File: src/rtl/breakout_pkg.sv
// Shared Breakout constants: screen and wall geometry, wall-hit codes,
// datapath widths and the ball_motion state encoding. Also used by the
// wall-collision checker.
package breakout_pkg;

  localparam int unsigned SCREEN_W     = 320;
  localparam int unsigned SCREEN_H     = 240;

  localparam int unsigned LEFT_WALL_X  = 8;
  localparam int unsigned RIGHT_WALL_X = 312;
  localparam int unsigned TOP_WALL_Y   = 8;
  localparam int unsigned BOTTOM_Y     = 232;

  localparam int unsigned X_W          = 9;
  localparam int unsigned Y_W          = 8;
  // One spare bit over the widest axis so stepping never wraps.
  localparam int unsigned AXIS_W       = 10;
  localparam int unsigned STEP_W       = 4;

  localparam logic [1:0] HIT_NONE  = 2'd0;
  localparam logic [1:0] HIT_LEFT  = 2'd1;
  localparam logic [1:0] HIT_TOP   = 2'd2;
  localparam logic [1:0] HIT_RIGHT = 2'd3;

  typedef enum logic [1:0] {
    IDLE = 2'd0,
    MOVE = 2'd1,
    LOST = 2'd2
  } ball_state_e;

endpackage

File: src/rtl/ball_axis_step.sv
// Combinational one-axis step: moves pos by step in the given direction
// and clamps to [min_pos, max_pos].
//   pos, dir (1 = increasing), step, min_pos, max_pos -> next_pos
//   reached_max : high when an increasing step lands on or beyond max_pos
module ball_axis_step
  import breakout_pkg::*;
(
  input  logic [AXIS_W-1:0] pos,
  input  logic              dir,
  input  logic [STEP_W-1:0] step,
  input  logic [AXIS_W-1:0] min_pos,
  input  logic [AXIS_W-1:0] max_pos,
  output logic [AXIS_W-1:0] next_pos,
  output logic              reached_max
);

  localparam int unsigned SUM_W = AXIS_W + 1;

  logic [SUM_W-1:0] sum;
  logic [SUM_W-1:0] floor_lim;

  // Compare before subtracting so a decreasing step never underflows.
  always_comb begin
    sum         = SUM_W'(pos) + SUM_W'(step);
    floor_lim   = SUM_W'(min_pos) + SUM_W'(step);
    next_pos    = pos;
    reached_max = 1'b0;
    if (dir) begin
      if (sum >= SUM_W'(max_pos)) begin
        next_pos    = max_pos;
        reached_max = 1'b1;
      end else begin
        next_pos = AXIS_W'(sum);
      end
    end else begin
      if (SUM_W'(pos) >= floor_lim) next_pos = pos - AXIS_W'(step);
      else                          next_pos = min_pos;
    end
  end

endmodule

File: src/rtl/ball_motion.sv
// Breakout ball position/direction owner. Parks the ball on the paddle in
// IDLE, launches on serve, steps once per frame_tick in MOVE with wall and
// paddle reflection, and signals loss at the bottom of the playfield.
//   clk, reset (async, active-low)
//   frame_tick : one-cycle per-frame enable
//   wall_hit   : lagged wall code from the collision checker
//   paddle_hit : ball overlapping paddle this frame
//   paddle_x   : paddle left edge
//   serve      : one-cycle launch request
//   ball_x, ball_y, dir_x, dir_y, moving, ball_lost : registered outputs
// Build option: BALL_SPEEDUP_EN raises the step by one every 4th paddle
// reflection, saturating at 2*STEP.
module ball_motion
  import breakout_pkg::*;
#(
  parameter int unsigned STEP     = 2,
  parameter int unsigned SERVE_Y  = 220,
  parameter int unsigned PADDLE_W = 32
) (
  input  logic           clk,
  input  logic           reset,
  input  logic           frame_tick,
  input  logic [1:0]     wall_hit,
  input  logic           paddle_hit,
  input  logic [X_W-1:0] paddle_x,
  input  logic           serve,
  output logic [X_W-1:0] ball_x,
  output logic [Y_W-1:0] ball_y,
  output logic           dir_x,
  output logic           dir_y,
  output logic           moving,
  output logic           ball_lost
);

  ball_state_e       state_q, state_d;
  logic [X_W-1:0]    x_d;
  logic [Y_W-1:0]    y_d;
  logic              dir_x_d, dir_y_d, moving_d, lost_d;
  logic              dir_x_res, dir_y_res;
  logic [STEP_W-1:0] cur_step;
  logic [AXIS_W-1:0] x_next, y_next, track_sum;
  logic [X_W-1:0]    track_x;
  logic              y_at_bottom, x_max_unused;

  // Active step size.
`ifdef BALL_SPEEDUP_EN
  logic [2:0]        refl_q;
  logic [STEP_W-1:0] step_q;

  always_ff @(posedge clk or negedge reset) begin
    if (!reset) begin
      refl_q <= 3'd0;
      step_q <= STEP_W'(STEP);
    end else if (state_q == LOST) begin
      refl_q <= 3'd0;
      step_q <= STEP_W'(STEP);
    end else if (state_q == MOVE && frame_tick && paddle_hit && dir_y) begin
      refl_q <= refl_q + 3'd1;
      if (refl_q[1:0] == 2'd3 && step_q < STEP_W'(2 * STEP))
        step_q <= step_q + STEP_W'(1);
    end
  end

  assign cur_step = step_q;
`else
  assign cur_step = STEP_W'(STEP);
`endif

  // Directions are set absolutely; paddle beats a top-wall hit.
  always_comb begin
    dir_x_res = dir_x;
    dir_y_res = dir_y;
    if (wall_hit == HIT_LEFT)  dir_x_res = 1'b1;
    if (wall_hit == HIT_RIGHT) dir_x_res = 1'b0;
    if (wall_hit == HIT_TOP)   dir_y_res = 1'b1;
    if (paddle_hit)            dir_y_res = 1'b0;
  end

  ball_axis_step u_step_x (
    .pos         (AXIS_W'(ball_x)),
    .dir         (dir_x_res),
    .step        (cur_step),
    .min_pos     (AXIS_W'(LEFT_WALL_X)),
    .max_pos     (AXIS_W'(RIGHT_WALL_X)),
    .next_pos    (x_next),
    .reached_max (x_max_unused)
  );

  ball_axis_step u_step_y (
    .pos         (AXIS_W'(ball_y)),
    .dir         (dir_y_res),
    .step        (cur_step),
    .min_pos     (AXIS_W'(TOP_WALL_Y)),
    .max_pos     (AXIS_W'(BOTTOM_Y)),
    .next_pos    (y_next),
    .reached_max (y_at_bottom)
  );

  // Parked x: paddle centre, saturated at the right wall.
  always_comb begin
    track_sum = AXIS_W'(paddle_x) + AXIS_W'(PADDLE_W / 2);
    if (track_sum > AXIS_W'(RIGHT_WALL_X)) track_x = X_W'(RIGHT_WALL_X);
    else                                   track_x = X_W'(track_sum);
  end

  // Next-state and next-output logic.
  always_comb begin
    state_d  = state_q;
    x_d      = ball_x;
    y_d      = ball_y;
    dir_x_d  = dir_x;
    dir_y_d  = dir_y;
    lost_d   = 1'b0;
    moving_d = 1'b0;
    case (state_q)
      IDLE: begin
        if (serve) begin
          state_d = MOVE;
          dir_x_d = 1'b1;
          dir_y_d = 1'b0;
        end else if (frame_tick) begin
          x_d = track_x;
          y_d = Y_W'(SERVE_Y);
        end
      end
      MOVE: begin
        if (frame_tick) begin
          dir_x_d = dir_x_res;
          dir_y_d = dir_y_res;
          x_d     = X_W'(x_next);
          if (y_at_bottom) begin
            y_d     = Y_W'(BOTTOM_Y);
            lost_d  = 1'b1;
            state_d = LOST;
            dir_x_d = 1'b1;
            dir_y_d = 1'b0;
          end else begin
            y_d = Y_W'(y_next);
          end
        end
      end
      LOST: begin
        state_d = IDLE;
        dir_x_d = 1'b1;
        dir_y_d = 1'b0;
      end
      default: state_d = IDLE;
    endcase
    moving_d = (state_d == MOVE);
  end

  // State and output registers.
  always_ff @(posedge clk or negedge reset) begin
    if (!reset) begin
      state_q   <= IDLE;
      ball_x    <= X_W'(SCREEN_W / 2);
      ball_y    <= Y_W'(SERVE_Y);
      dir_x     <= 1'b1;
      dir_y     <= 1'b0;
      moving    <= 1'b0;
      ball_lost <= 1'b0;
    end else begin
      state_q   <= state_d;
      ball_x    <= x_d;
      ball_y    <= y_d;
      dir_x     <= dir_x_d;
      dir_y     <= dir_y_d;
      moving    <= moving_d;
      ball_lost <= lost_d;
    end
  end

endmodule

File: config.mk
export PLATFORM = sky130hd
export DESIGN_NAME = ball_motion
export DESIGN_NICKNAME = d
export VERILOG_FILES = /design/src/rtl/breakout_pkg.sv /design/src/rtl/ball_axis_step.sv /design/src/rtl/ball_motion.sv
export SDC_FILE = /design/constraint.sdc
export NUM_CORES = 1
export LEC_CHECK = 0
export CAP_MARGIN = 20
export CORE_AREA = 8 8 80 82
export DETAILED_ROUTE_END_ITERATION = 12
export DIE_AREA = 0 0 88 90
export PLACE_DENSITY = 0.68
export SLEW_MARGIN = 20
export SYNTH_ARGS = -nofsm -noshare
export SYNTH_HDL_FRONTEND = slang
export SYNTH_SLANG_ARGS = --single-unit
File: constraint.sdc
create_clock -name clk -period 2.4 [get_ports clk]
set_input_delay 0.48 -clock clk [delete_from_list [all_inputs] [get_ports clk]]
set_output_delay 0.48 -clock clk [all_outputs]
set_load 0.01 [all_outputs]
### After elaboration in Yosys (flattened, before gate mapping)

Cells that the tools add are included.

* add/subtract/negate cells: 5
* multiplexer cells: 37
* equality and inequality tests: 10
* order comparisons: 5
* reduce and logical (&&, ||, !) cells: 5

Operator list (number)
* 9-bit 2-to-1 mux: 7
* 8-bit 2-to-1 mux: 7
* 9-bit one-hot mux with 2 select lines: 1
* 8-bit one-hot mux with 2 select lines: 1
* 1-bit 2-to-1 mux: 15
* 9-bit by 2-bit adder with 10-bit output (second input constant): 1
* 9-bit by 5-bit adder with 10-bit output (second input constant): 1
* 10-bit by 9-bit greater-or-equal comparator with 1-bit output (second input constant): 1
* 10-bit by 9-bit > comparator with 1-bit output (second input constant): 1
* 8-bit by 2-bit adder with 9-bit output (second input constant): 1
* 9-bit by 4-bit greater-or-equal comparator with 1-bit output (second input constant): 1
* 9-bit by 8-bit greater-or-equal comparator with 1-bit output (second input constant): 1
* 9-bit by 2-bit subtractor with 9-bit output (second input constant): 1
* 8-bit by 4-bit greater-or-equal comparator with 1-bit output (second input constant): 1
* 2-bit != test (second input constant): 4
* 8-bit by 2-bit subtractor with 8-bit output (second input constant): 1
* 2-bit by 1-bit == test with 1-bit output (second input constant): 3
* 2-bit == test (second input constant): 3
* 2-bit 2-to-1 mux: 3
* 1-bit one-hot mux with 3 select lines: 2
* 2-bit one-hot mux with 2 select lines: 1
* 4-bit AND reduction: 1
* 3-bit AND reduction: 1
* 3-bit nonzero test: 1
* 2 further kinds: 2

* input port bits: 16
* register bits: 23
* output and inout bits: 21
* logic and storage cells: 69

### Depth between registers and ports, before layout

* word-level depth: 8
* gate-level depth with buffers: 7
* gate-level depth less buffers: 7

### Cells and area by module

From an unflattened synthesis, not the netlist that was laid out.

* cell total of the unflattened synthesis: 534
* area total of the unflattened synthesis: 4351.7 µm²

Modules (own cells, without submodules)
* ball_axis_step at u_step_y: instances 1, sequential area each 0.0 µm², area each 1582.8 µm², cells an instance 206
* ball_axis_step at u_step_x: instances 1, sequential area each 0.0 µm², area each 1554.0 µm², cells an instance 202
* ball_motion: instances 1, sequential area each 585.6 µm², area each 1214.9 µm², cells an instance 126

### Least setup slack after synthesis

No wires, ideal clock.

* kind: flip-flop to flip-flop
* start: register ball_y[1]
* end: register ball_y[5]
* setup slack: 389 ps
* setup time: 136 ps
* arrival time: 1875 ps
* stages on the path, launching flop included: 7
* path buffers: 0
* cells stage by stage: dfrtp_1 ha_1 and3_1 a221o_1 o22a_1 o311ai_1 o21ai_0

* cells in the longest elaborated chain, start to end: 7
* elaborated cells between the ends (all ways): 12
* classes of those cells: add/sub: 2; order compare: 2; mux: 8

RTL lines
* from (decl): line ball_motion.sv:28 `output logic [Y_W-1:0] ball_y,`
* from (signal assigned): line ball_motion.sv:157 `ball_y <= Y_W'(SERVE_Y);`
* from (signal assigned): line ball_motion.sv:165 `ball_y <= y_d;`
* 8-bit by 2-bit adder with 9-bit output: line ball_axis_step.sv:24 `sum = SUM_W'(pos) + SUM_W'(step);`
* 9-bit by 8-bit greater-or-equal comparator with 1-bit output: line ball_axis_step.sv:29 `if (sum >= SUM_W'(max_pos)) begin`
* 8-bit 2-to-1 mux / 1-bit 2-to-1 mux (equally long branches): line ball_axis_step.sv:29
* 8-bit 2-to-1 mux / 1-bit 2-to-1 mux (equally long branches): line ball_axis_step.sv:28 `if (dir) begin`
* 8-bit 2-to-1 mux *: line ball_motion.sv:131 `if (y_at_bottom) begin`
* 8-bit 2-to-1 mux *: line ball_motion.sv:127 `if (frame_tick) begin`
* 8-bit one-hot mux with 2 select lines *: line ball_motion.sv:115 `case (state_q)`

Every way passes the cells marked *; elsewhere a longest branch is shown, timed or not. The select of a mux whose other input is x is not followed.
A chain may end at the register's enable or synchronous reset.

### Final worst setup path

* start: register ball_x[1]
* end: register ball_x[2]

* cells in the longest elaborated chain, start to end: 6
* elaborated cells between the ends (all ways): 9
* classes of those cells: add/sub: 2; order compare: 2; mux: 5

RTL lines
* from (decl): line ball_motion.sv:27 `output logic [X_W-1:0] ball_x,`
* from (signal assigned): line ball_motion.sv:156 `ball_x <= X_W'(SCREEN_W / 2);`
* 9-bit by 2-bit adder with 10-bit output: line ball_axis_step.sv:24
* 10-bit by 9-bit greater-or-equal comparator with 1-bit output: line ball_axis_step.sv:29
* 9-bit 2-to-1 mux: line ball_axis_step.sv:29
* 9-bit 2-to-1 mux *: line ball_axis_step.sv:28
* 9-bit 2-to-1 mux *: line ball_motion.sv:127
* 9-bit one-hot mux with 2 select lines *: line ball_motion.sv:115

Marks and branches as above.

==> results.md <==
- Status: completed
- Worst VDD drop: 594 uV
- Final Setup Violations: 0
- Final Util: 0.504
- Arr. time, crit path: 2.30 ns
- First-pass GRT wire length: 10,100 um
- Reg2reg setup slack: 0.25 ns
- # hold bufs at CTS: 0
- Setup CP Type: flop to flop
- Seq cells post-synth: 22
- Relative slew margins: 0.642
- Pwr per Cell Area: 1130 nW/um^2
- Main synth FF type: dfrtp_1
- Routed len/inst: 16.5 um
- Worst-Skew Late Latency: 0.26 ns
- Static leakage: 1.01 nW
- Crit path largest cell delay: 0.45 ns
- Critical Path RT: 2.55 ns
- Clk buf depth: 2
- Max Clock Skew: 0.00677 ns
- Worst setup SP type: flop
- Die W: 88 um
- Pin count of the biggest net entering global routing: 23
- DRC: 0
- Hold Fails Final Rpt: 0
- Synth top area cells: dfrtp_1 17%, dfstp_2 10%, o211ai_1 5.2%
- Met1 GRT Util: 0.192
- I/O pins: 37
- Critical-path maximum fanout: 7
- Cell taking the most area after synthesis: dfrtp_1
- CTS tree: done
- Vias in the first global route: 2,119
- Fin crit period: 2.15 ns
- Cell row count: 27
- Clk slew on worst S/H paths: 0.09 ns
- Post-synthesis cell count: 252
- Post-synth EDFFs: 0
- TNS Setup: 0 ns
- Cell Count Post-Placement: 369
- First-pass detailed-route iteration total: 5
- Fraction of layout cells with a size suffix above 1: 0.136
- CP Capture Type: flop
- Fin. max-slew vios: 0
- Sequential Area: 561 sq um
- Ys Warns: 0
- Area of the mapped netlist: 2030 sq um
- Finished Layout Cells: 373
- GRT met2 Usage: 0.255
- Slowest CP cell: o2111ai_1
- RSZ-0062 raised after global routing: false
- CORE AREA: 5240 sq um
- Routing usage on met3: 0.0227
- Antenna violations before repair: 0
- Highest clock rate: 0.465 GHz
- Filler cells: 481
- Syn Area/Cell: 8.04 sq um
- Multi-input gate area in the final layout: 1360 sq um
- Via density per instance: 6.05
- DIE HEIGHT: 90 um
- Gpl congestion: 0.919
- Yosys cell types: 62
- N_diodes: 0
- Max H-tree Level: 1
- Clock root buffer: clkbuf_8
- Gr busiest metal: met2
- Sequential share of the synthesized area: 0.277
- Setup Buffers After CTS: 0
- NumNets Final: 325
- Top delay family on crit path: compound AO/OA/AOI/OAI gates
- Starting Density: 0.387
- Worst-path cell chain: ha_1 > nor2b_1 > a21oi_1 > o2111ai_1 > o211ai_1 > a221o_1
- Top cell type's share of synthesized area: 0.173
- Post-CTS resize count: 0
- CTS sink cnt: 22
- Tot Pwr: 2.97 mW
- Synth-to-Final Area Change: 30.3%
- Worst path buffer plus inverter count: 0
- Number of max-cap violations: 0
- Total GRT Usage: 0.156
- Die ar.: 7920 sq um
- Async set or reset register ratio after synthesis: 1.00
- Final ANT Viol Nets: 0
- Port bufs: 35
- Vias: 2,257
- Worst hold path type: flop to flop
- Routed WL: 6160 um
- DPL Wire Length: 4770 um
- DRT iter0 DRCs: 183
- CTS Buf Count: 3
- Crit share post-route: 0.896
- Total grt overflow: 0
- Net Count, Synth: 275
- Worst-margin pin slew: 0.535 ns
Yosys cell counts (all sizes together), types with 7 or more instances:
library cell and number:
buf 7, o21ai 11, dfstp 8, nor2 19, ha 7, o211ai 14, or3 7, nand3 15
dfrtp 14, nand2 20, a21oi 16, inv 13, nor3 7, xor2 7
flip-flops by register name, summed over array words and instances (netlist names):
register	count
dir_y	1
state_q	2
ball_x	9
ball_lost	1
moving	1
ball_y	7
dir_x	1
area by class of cell:
| class | count | area share |
|---|---|---|
| flip-flops and latches | 22 | 0.212 |
| clock inverters | 1 | 0.0114 |
| multi-input cells | 205 | 0.513 |
| repair buffers | 57 | 0.195 |
| well taps | 72 | 0.0341 |
| clock buffers | 3 | 0.0156 |
| inverters | 13 | 0.0185 |
placed cells by master (no fill, tap or decap), types with 8 or more instances in the layout:
master           instances
o211ai_1                14
nand3_1                 15
buf_4                   22
clkdlybuf4s50_1         35
inv_1                   13
dfrtp_1                 14
a21oi_1                 16
nand2_1                 20
nor2_1                  18
dfstp_2                  8
o21ai_0                 10
logic make-up after synthesis:
| family | synth area share |
|---|---|
| AOI/OAI and AO/OA | 0.264 |
| xor gates and xnor gates | 0.0475 |
| adders and majority gates | 0.0432 |
| buffers and inverters | 0.0549 |
| DFF | 0.277 |
| muxes | 0.00556 |
| other | 0.00185 |
| and+or+nand+nor | 0.306 |
metrics by stage:
stage / hold slack, ns / area, sq um / setup WS, ns
after floorplan: 0.184 / 2030 / 0.389
after global placement: 0.513 / 2570 / 0.0914
after detailed placement: 0.529 / 2570 / 0.0276
after CTS: 0.542 / 2640 / 0.258
after global routing: 0.571 / 2640 / 0.0474
final: 0.538 / 2640 / 0.248
path summary, 6_finish.rpt:
check	end	cells past startpoint	startpoint
worst min-delay path	moving$_DFF_PN0_	1	state_q[1]$_DFF_PN0_
worst max-delay path	ball_x[2]$_DFFE_PN0P_	6	ball_x[1]$_DFFE_PN0P_
max in group asynchronous	ball_y[2]$_DFFE_PN1P_	2	reset
worst max register to register	ball_x[2]$_DFFE_PN0P_	6	ball_x[1]$_DFFE_PN0P_
worst min register to register	moving$_DFF_PN0_	1	state_q[1]$_DFF_PN0_
min in group asynchronous	ball_x[3]$_DFFE_PN0P_	2	reset
report_power, final:
group / total (mW) / switching (mW) / internal, mW
combinational: 1.78 / 0.922 / 0.860
sequential: 0.843 / 0.281 / 0.561
clock: 0.350 / 0.127 / 0.223
routing by layer:
metal,wire length [um],vias to the layer above
li1,-,1050
met4,130,0
met2,3050,97
met1,2620,1095
met3,361,15
met5,0,-
No activity file was read; power rests on OpenSTA's default activity.
